### config.mk
export PLATFORM = sky130hd
export DESIGN_NAME = shift_seq_flat
export DESIGN_NICKNAME = d
export VERILOG_FILES = /design/src/rtl/shift_seq_if.sv /design/src/rtl/shift_seq.sv /design/src/flat_wrapper.sv
export SDC_FILE = /design/constraint.sdc
export NUM_CORES = 1
export LEC_CHECK = 0
export CAP_MARGIN = 5
export CORE_MARGIN = 5
export CORE_UTILIZATION = 30
export DETAILED_ROUTE_END_ITERATION = 10
export GPL_ROUTABILITY_DRIVEN = 0
export GPL_TIMING_DRIVEN = 0
export PLACE_DENSITY = 0.66
export SLEW_MARGIN = 10
export SYNTH_ARGS = -nofsm -noshare
export SYNTH_HDL_FRONTEND = slang
export SYNTH_SLANG_ARGS = --single-unit
export TNS_END_PERCENT = 20
### constraint.sdc
create_clock -name clk -period 3.5 [get_ports clk]
set_input_delay 0.35 -clock clk [delete_from_list [all_inputs] [get_ports clk]]
set_output_delay 0.35 -clock clk [all_outputs]
set_load 0.03 [all_outputs]
### src/rtl/shift_seq_if.sv
// Request/response handshake bundle for shift_seq.
// master = requester side, slave = sequencer side.
interface shift_seq_if #(
  parameter int WIDTH = 16,
  parameter int AMT_W = 8
);
  logic             req_valid;
  logic             req_ready;
  logic [WIDTH-1:0] req_data;
  logic [AMT_W-1:0] req_amt;
  logic             req_dir;
  logic [1:0]       req_type;
  logic             rsp_valid;
  logic             rsp_ready;
  logic [WIDTH-1:0] rsp_data;

  modport master (
    output req_valid, req_data, req_amt,
    output req_dir, req_type, rsp_ready,
    input  req_ready, rsp_valid, rsp_data
  );

  modport slave (
    input  req_valid, req_data, req_amt,
    input  req_dir, req_type, rsp_ready,
    output req_ready, rsp_valid, rsp_data
  );
endinterface

### src/rtl/shift_seq.sv
// Multi-pass sequencer in front of a combinational barrel shifter.
// SHIFT_SEQ_BACK2BACK_EN: accept a new request in DONE without an IDLE bubble.
module shift_seq #(
  parameter int WIDTH = 16,
  parameter int AMT_W = 8
) (
  input  logic                     clk,
  input  logic                     rst_n,
  shift_seq_if.slave               bus,
  output logic                     busy,
  output logic [WIDTH-1:0]         sh_in,
  output logic [$clog2(WIDTH)-1:0] sh_ct,
  output logic                     sh_dir,
  output logic [1:0]               sh_type,
  input  logic [WIDTH-1:0]         sh_out
);
  localparam int CT_W = $clog2(WIDTH);

  localparam logic [AMT_W:0] FULL = (AMT_W+1)'(WIDTH);
  localparam logic [AMT_W:0] MAXP = (AMT_W+1)'(WIDTH-1);

  localparam logic [1:0] T_NS = 2'd0;
  localparam logic [1:0] T_LO = 2'd1;
  localparam logic [1:0] T_AR = 2'd2;
  localparam logic [1:0] T_RO = 2'd3;

  typedef enum logic [1:0] {
    IDLE = 2'd0,
    RUN  = 2'd1,
    DONE = 2'd2
  } state_t;

  state_t           state, state_n;
  logic [WIDTH-1:0] acc, acc_n;
  logic [AMT_W:0]   rem, rem_n;
  logic             dir_q, dir_n;
  logic [1:0]       type_q, type_n;

  logic [AMT_W:0]   eff;
  logic [AMT_W:0]   step;
  logic             req_ready;
  logic             rsp_valid;
  logic [CT_W-1:0]  ct;

  // Shifts past WIDTH cannot change a logical/arithmetic result.
  always_comb begin
    eff = '0;
    unique case (bus.req_type)
      T_NS: eff = '0;
      T_LO,
      T_AR: eff = ({1'b0, bus.req_amt} > FULL) ?
                  FULL : {1'b0, bus.req_amt};
      T_RO: eff = {1'b0, bus.req_amt} & MAXP;
      default: eff = '0;
    endcase
  end

  assign step = (rem > MAXP) ? MAXP : rem;

  always_comb begin
    state_n   = state;
    acc_n     = acc;
    rem_n     = rem;
    dir_n     = dir_q;
    type_n    = type_q;
    req_ready = 1'b0;
    rsp_valid = 1'b0;
    busy      = 1'b0;
    ct        = '0;
    unique case (state)
      IDLE: req_ready = 1'b1;
      RUN: begin
        busy  = 1'b1;
        ct    = step[CT_W-1:0];
        acc_n = sh_out;
        rem_n = rem - step;
        if (rem == step) state_n = DONE;
      end
      DONE: begin
        rsp_valid = 1'b1;
`ifdef SHIFT_SEQ_BACK2BACK_EN
        req_ready = bus.rsp_ready;
`else
        req_ready = 1'b0;
`endif
        if (bus.rsp_ready) state_n = IDLE;
      end
      default: state_n = IDLE;
    endcase
    if (req_ready && bus.req_valid) begin
      acc_n   = bus.req_data;
      rem_n   = eff;
      dir_n   = bus.req_dir;
      type_n  = bus.req_type;
      state_n = (eff == '0) ? DONE : RUN;
    end
  end

  always_ff @(posedge clk or negedge rst_n) begin
    if (!rst_n) begin
      state  <= IDLE;
      acc    <= '0;
      rem    <= '0;
      dir_q  <= 1'b0;
      type_q <= '0;
    end else begin
      state  <= state_n;
      acc    <= acc_n;
      rem    <= rem_n;
      dir_q  <= dir_n;
      type_q <= type_n;
    end
  end

  assign bus.req_ready = req_ready;
  assign bus.rsp_valid = rsp_valid;
  assign bus.rsp_data  = acc;
  assign sh_in         = acc;
  assign sh_ct         = ct;
  assign sh_dir        = dir_q;
  assign sh_type       = type_q;
endmodule
### src/flat_wrapper.sv
// flat-port wrapper written by rule: the top's interface ports become plain ports
module shift_seq_flat 
#(
  parameter int WIDTH = 16,
  parameter int AMT_W = 8
)
  (clk, rst_n, busy, sh_in, sh_ct, sh_dir, sh_type, sh_out, bus_req_valid, bus_req_data, bus_req_amt, bus_req_dir, bus_req_type, bus_rsp_ready, bus_req_ready, bus_rsp_valid, bus_rsp_data);
  shift_seq_if #(.WIDTH(WIDTH), .AMT_W(AMT_W)) bus_i ();
  input  logic clk;
  input  logic rst_n;
  output logic busy;
  output logic [WIDTH-1:0] sh_in;
  output logic [$clog2(WIDTH)-1:0] sh_ct;
  output logic sh_dir;
  output logic [1:0] sh_type;
  input  logic [WIDTH-1:0] sh_out;
  input wire logic [$bits(bus_i.req_valid)-1:0] bus_req_valid;
  input wire logic [$bits(bus_i.req_data)-1:0] bus_req_data;
  input wire logic [$bits(bus_i.req_amt)-1:0] bus_req_amt;
  input wire logic [$bits(bus_i.req_dir)-1:0] bus_req_dir;
  input wire logic [$bits(bus_i.req_type)-1:0] bus_req_type;
  input wire logic [$bits(bus_i.rsp_ready)-1:0] bus_rsp_ready;
  output wire logic [$bits(bus_i.req_ready)-1:0] bus_req_ready;
  output wire logic [$bits(bus_i.rsp_valid)-1:0] bus_rsp_valid;
  output wire logic [$bits(bus_i.rsp_data)-1:0] bus_rsp_data;
  assign bus_i.req_valid = bus_req_valid;
  assign bus_i.req_data = bus_req_data;
  assign bus_i.req_amt = bus_req_amt;
  assign bus_i.req_dir = bus_req_dir;
  assign bus_i.req_type = bus_req_type;
  assign bus_i.rsp_ready = bus_rsp_ready;
  assign bus_req_ready = bus_i.req_ready;
  assign bus_rsp_valid = bus_i.rsp_valid;
  assign bus_rsp_data = bus_i.rsp_data;
  shift_seq #(.WIDTH(WIDTH), .AMT_W(AMT_W)) u_core (.clk(clk), .rst_n(rst_n), .bus(bus_i), .busy(busy), .sh_in(sh_in), .sh_ct(sh_ct), .sh_dir(sh_dir), .sh_type(sh_type), .sh_out(sh_out));
endmodule
# Word level (Yosys, flattened, before mapping)
# Index checks and enable logic that the tools add are counted.
dict set report word_totals {
  regBits 30
  inputBits 47
  wordCells 40
}
dict set report op_classes {
  n_addsub 1
  muxes 16
  reduce_logical 7
  n_eq_ne 9
  magnitude_cmp 2
}
# op count
set ops {}
lappend ops {{$mux 16} 2}
lappend ops {{$mux 9} 3}
lappend ops {{$pmux 9 s3} 1}
lappend ops {{$eq 9x9->1} 1}
lappend ops {{$gt 9x4->1 const B} 1}
lappend ops {{$logic_not 9->1} 1}
lappend ops {{$sub 9x9->9} 1}
lappend ops {{$gt 8x5->1 const B} 1}
lappend ops {{$mux 2} 4}
lappend ops {{$mux 8} 1}
lappend ops {{$eq 2x2->1 const B} 3}
lappend ops {{$pmux 2 s3} 1}
lappend ops {{$eq 2x1->1 const B} 2}
lappend ops {{$logic_not 2->1} 2}
lappend ops {{$mux 4} 1}
lappend ops {{$mux 1} 3}
lappend ops {{$ne 3x1->1 const B} 1}
lappend ops {{$ne 3x2->1 const B} 1}
lappend ops {{$reduce_and 3->1} 1}
lappend ops {{$ne 2x1->1 const B} 1}
lappend ops {{$reduce_bool 2->1} 1}
lappend ops {{$reduce_or 2->1} 1}
lappend ops {{$logic_and 1x1->1} 1}

# Depth between registers and ports, before layout
dict set report logic_depth {
  word_depth 6
  depth_mapped 10
}

# Worst setup path after synthesis
# OpenSTA, ideal clock, no wires.
dict set report synth_timing {
  path_type {register -> register}
  startpoint {reg u_core.rem[6]}
  endpoint {reg u_core.rem[6]}
  t_required_ps 3371
  path_stages_with_launch 11
  setup_ps 129
  arrival_ps 2331
  n_path_buf 2
  path_slack_ps 1040
  period_less_slack_ps 2460
  cell_sequence {dfrtp_1 > or4_1 > buf_2 > or2_0 > buf_6 > or2b_1 > ha_1 > inv_1 > o311ai_2 > nor3_1 > mux2i_1}
}
dict set report synth_between {
  elab_chain_cells 5
}
# item line
set synth_lines {}
lappend synth_lines {{from (decl)} shift_seq.sv:35} ;# logic [AMT_W:0] rem, rem_n;
lappend synth_lines {{from (signal assigned)} shift_seq.sv:109} ;# rem <= rem_n;
lappend synth_lines {{$gt 9x4->1} shift_seq.sv:58} ;# assign step = (rem > MAXP) ? MAXP : rem;
lappend synth_lines {{$mux 9} shift_seq.sv:58}
lappend synth_lines {{$sub 9x9->9 *} shift_seq.sv:76} ;# rem_n = rem - step;
lappend synth_lines {{$mux 9 *} shift_seq.sv:70} ;# unique case (state)
lappend synth_lines {{$mux 9 *} shift_seq.sv:90} ;# if (req_ready && bus.req_valid) begin
# Every way passes the cells marked *; elsewhere a longest branch is shown, timed or not. The select of a mux whose other input is x is not followed.
# A chain may end at the register's enable or synchronous reset.

# Worst setup path after layout
dict set report layout_timing {
  startpoint {reg u_core.rem[6]}
  endpoint {out sh_ct[2]}
}
dict set report layout_between {
  elab_chain_cells 3
}
# item line
set layout_lines {}
lappend layout_lines {{$gt 9x4->1} shift_seq.sv:58}
lappend layout_lines {{$mux 9} shift_seq.sv:58}
lappend layout_lines {{$mux 4} shift_seq.sv:70}
lappend layout_lines {{to (decl)} flat_wrapper.sv:13} ;# output logic [$clog2(WIDTH)-1:0] sh_ct;
# No other way between the ends.

==> metrics.md <==
| Metric | Value |
|---|---|
| Die Area | `0.007274 mm^2` |
| Slew @ Worst Pin | `0.8787 ns` |
| Cell variety after synth | `39` |
| Clock root buffer master | `clkbuf_8` |
| CP most frequent cell | `nor2_1` |
| Clock Power Share | `0.116` |
| Worst setup path class | `flip-flop to primary output` |
| Status | `completed` |
| Commonest non-fill, non-tap cell in the layout | `clkdlybuf4s50_1` |
| Slowest stage delay, CP | `0.60 ns` |
| Max-slew headroom | `0.4129` |
| Comb power frac | `0.653` |
| H-tree lvl count | `2` |
| Routed wl met3 | `between 300 and 400 um` |
| Reg area | `~750 um^2` |
| Top Ports | `89` |
| Final setup vio count | `0` |
| Wire length per cell | `13.81 um` |
| Clock period minus worst slack | `~2.8 ns` |
| Final ANT Viol Nets | `0` |
| CTS resizes | `0` |
| Met2 wire len | `about 2300 um` |
| WL met1 | `~2200 um` |
| CP Cell Sequence | `or4_1, buf_2, or2_0, buf_6, nor2_1, nor2_1, clkdlybuf4s50_1` |
| Area growth syn-to-layout | `63.28%` |
| DRT Pass-1 Iters | `4` |
| Initial antenna violation count | `0` |
| Worst path slowest cell | `clkdlybuf4s50_1` |
| Filler cells | `~540` |
| Drt via density | `4.842` |
| Part of the Yosys area used for sequential elements | `0.4415` |
| Antenna cells | `0` |
| Nets | `331` |
| Mapped Avg Cell Area | `9.142 um^2` |
| Switching power | `around 1300 uW` |
| Via count | `1714` |
| Unrepaired setup endpoints after global routing | `false` |
| Post-CTS setup buffer count | `0` |
| Period utilization | `0.7916` |
| Sw frac | `0.4554` |
| Fin Clk Skew | `approximately 0.0028 ns` |
| Most frequent cells in the layout | `clkdlybuf4s50_1, dfrtp_1, nand2_1` |
| Highest routed metal layer | `met4` |
| Global route overflow | `0` |
| CP startpoint kind | `flip-flop` |
| Post-Syn Instances | `186` |
| Total of warnings raised by yosys | `0` |
| Setup TNS | `0 ns` |
| Die X | `85.29 um` |
| # rows | `27` |
| Clk buf depth | `2` |
| Critical Path End Type | `primary output` |
| Residual DRC count | `0` |
| Detailed Route WL | `just under 5000 um` |
| First-pass GRT wire length | `7928 um` |
| Detailed Place HPWL | `3785 um` |
| Clk pin slew, worst setup/hold paths | `0.06 ns` |
| All-Layer GR Usage | `0.1330` |
| Post-synth EDFFs | `0` |
| Crit path DAT | `2.42 ns` |
| Hold_buf cts | `0` |
| Max_cap viols | `0` |
| PortBufs | `88` |
| Worst EP required | `approximately 3.2 ns` |
| CORE AREA | `about 0.0055 mm^2` |
| Ratio of cells with drive above 1 in the final layout | `0.1241` |
| Leak | `between 0.001 and 0.0015 uW` |
| Vias in the first global route | `1610` |
| Hold Worst Slack | `approximately 0.11 ns` |
| Hold Path Class | `input port to asynchronous set/reset pin` |
| Skew-Pair Late Insertion Delay | `between 0.2 and 0.3 ns` |
| Largest net degree at the start of global routing | `31` |
| Layout Cells excl Fill | `roughly 350` |
| DRT iter0 DRCs | `47` |
| DP Cell Count | `346` |
| VDD IR max | `~0.44 mV` |
| Syn Nets | `236` |
| Power Dens Cells | `1014 mW/mm^2` |
| Synth async-reset ratio | `1.000` |
| Maximum clock rate | `0.3609 GHz` |
| Sequential fraction of design power | `0.231` |
| Fin. max-slew vios | `0` |
| CTS tree | `done` |
| Seq cells post-synth | `30` |
| Worst-path maximum fanout | `9` |
| Synthesized cell area | `0.001700 mm^2` |
| Area occupied by multi-input gates | `758.2 um^2` |
| Die Y | `around 85 um` |
| Primary FF master, synth | `dfrtp_1` |
| Initial Util | `0.3088` |
| Total clock sinks | `30` |
| CTS Buf Count | `5` |
| Fin. Hold Viols | `0` |
| P_int | `1533 uW` |
[flip-flops by register name, summed over array words and instances, names as in the netlist]
signal	flops
u_core.sh_dir	1
u_core.rem	9
u_core.state	2
u_core.sh_type	2
u_core.bus.rsp_data	16
[final timing paths]
path,start,to,slack [ns],depth (start not counted)
worst max-delay path,u_core.rem[6],sh_ct[2],0.73,7
worst min-delay path,rst_n,u_core.sh_type[0],0.11,1
worst max register to register,u_core.rem[6],u_core.rem[6],0.84,10
worst min register to register,u_core.sh_dir,u_core.sh_dir,0.48,2
max in group asynchronous,rst_n,u_core.bus.rsp_data[13],2.93,1
min in group clk,u_core.sh_dir,u_core.sh_dir,0.48,2
[per-stage QoR]
stage	instance area [um^2]	setup WS (ns)	utilization	power [uW]
3_5_place_dp	2666	0.8455	0.4842	2512
4_1_cts	2776	0.7063	0.5042	2852
3_3_place_gp	2671	0.8683	0.4851	2489
6_report	2776	0.7293	0.5042	2814
2_1_floorplan	1700	1.040	-	1812
5_1_grt	2776	0.5946	0.5042	3013
[power groups by stage]
stage,combinational [uW],sequential (uW),clock [uW]
floorplan,964,848,0
global placement,1840,651,0
detailed placement,1850,658,0
CTS,1860,653,339
global route,1980,680,353
finish,1840,651,326
[cells by family after synthesis]
kind of cell,share of synthesized area
XOR/XNOR,0.005152
flip-flops,0.4415
AND/OR/NAND/NOR,0.1759
adder cells (fa/ha/maj),0.02208
multiplexers,0.005887
buffers and inverters,0.1126
AO/OA/AOI/OAI,0.2369
[critical path: cells and delay by family, from the launching register on]
family / cells / cell delay [ns]
buffers and inverters: 3 / 0.91
flip-flops: 1 / 0.40
AND/OR/NAND/NOR: 4 / 0.83
[final cells by class]
cell class / instances / share of cell area
plain buffers: 27 / 0.06219
clock buffers: 8 / 0.03966
inverters: 5 / 0.006760
multi-input cells: 124 / 0.2731
flip-flops and latches: 30 / 0.2704
well taps: 72 / 0.03245
repair buffers: 88 / 0.3155
[metal layers]
metal / global-route usage / vias to the layer above
li1: - / 846
met1: 0.1715 / 799
met2: 0.2210 / 67
met3: 0.04078 / 2
met4: 0.02446 / 0
met5: 0 / -
[Yosys cell counts (all sizes together) (3+ instances only)]
| cell | instances | area, um^2 |
|---|---|---|
| nor2 | 14 | 52.55 |
| o21ai | 21 | 105.1 |
| nand2 | 24 | 90.09 |
| o211ai | 4 | 30.03 |
| clkbuf | 6 | 22.52 |
| nand3 | 3 | 15.01 |
| nor3 | 3 | 15.01 |
| buf | 21 | 150.1 |
| dfrtp | 30 | 750.7 |
| a221o | 4 | 41.29 |
| or4 | 3 | 22.52 |
| ha | 3 | 37.54 |
| a22oi | 16 | 120.1 |
| inv | 4 | 15.01 |
No activity file was read; power rests on OpenSTA's default activity.
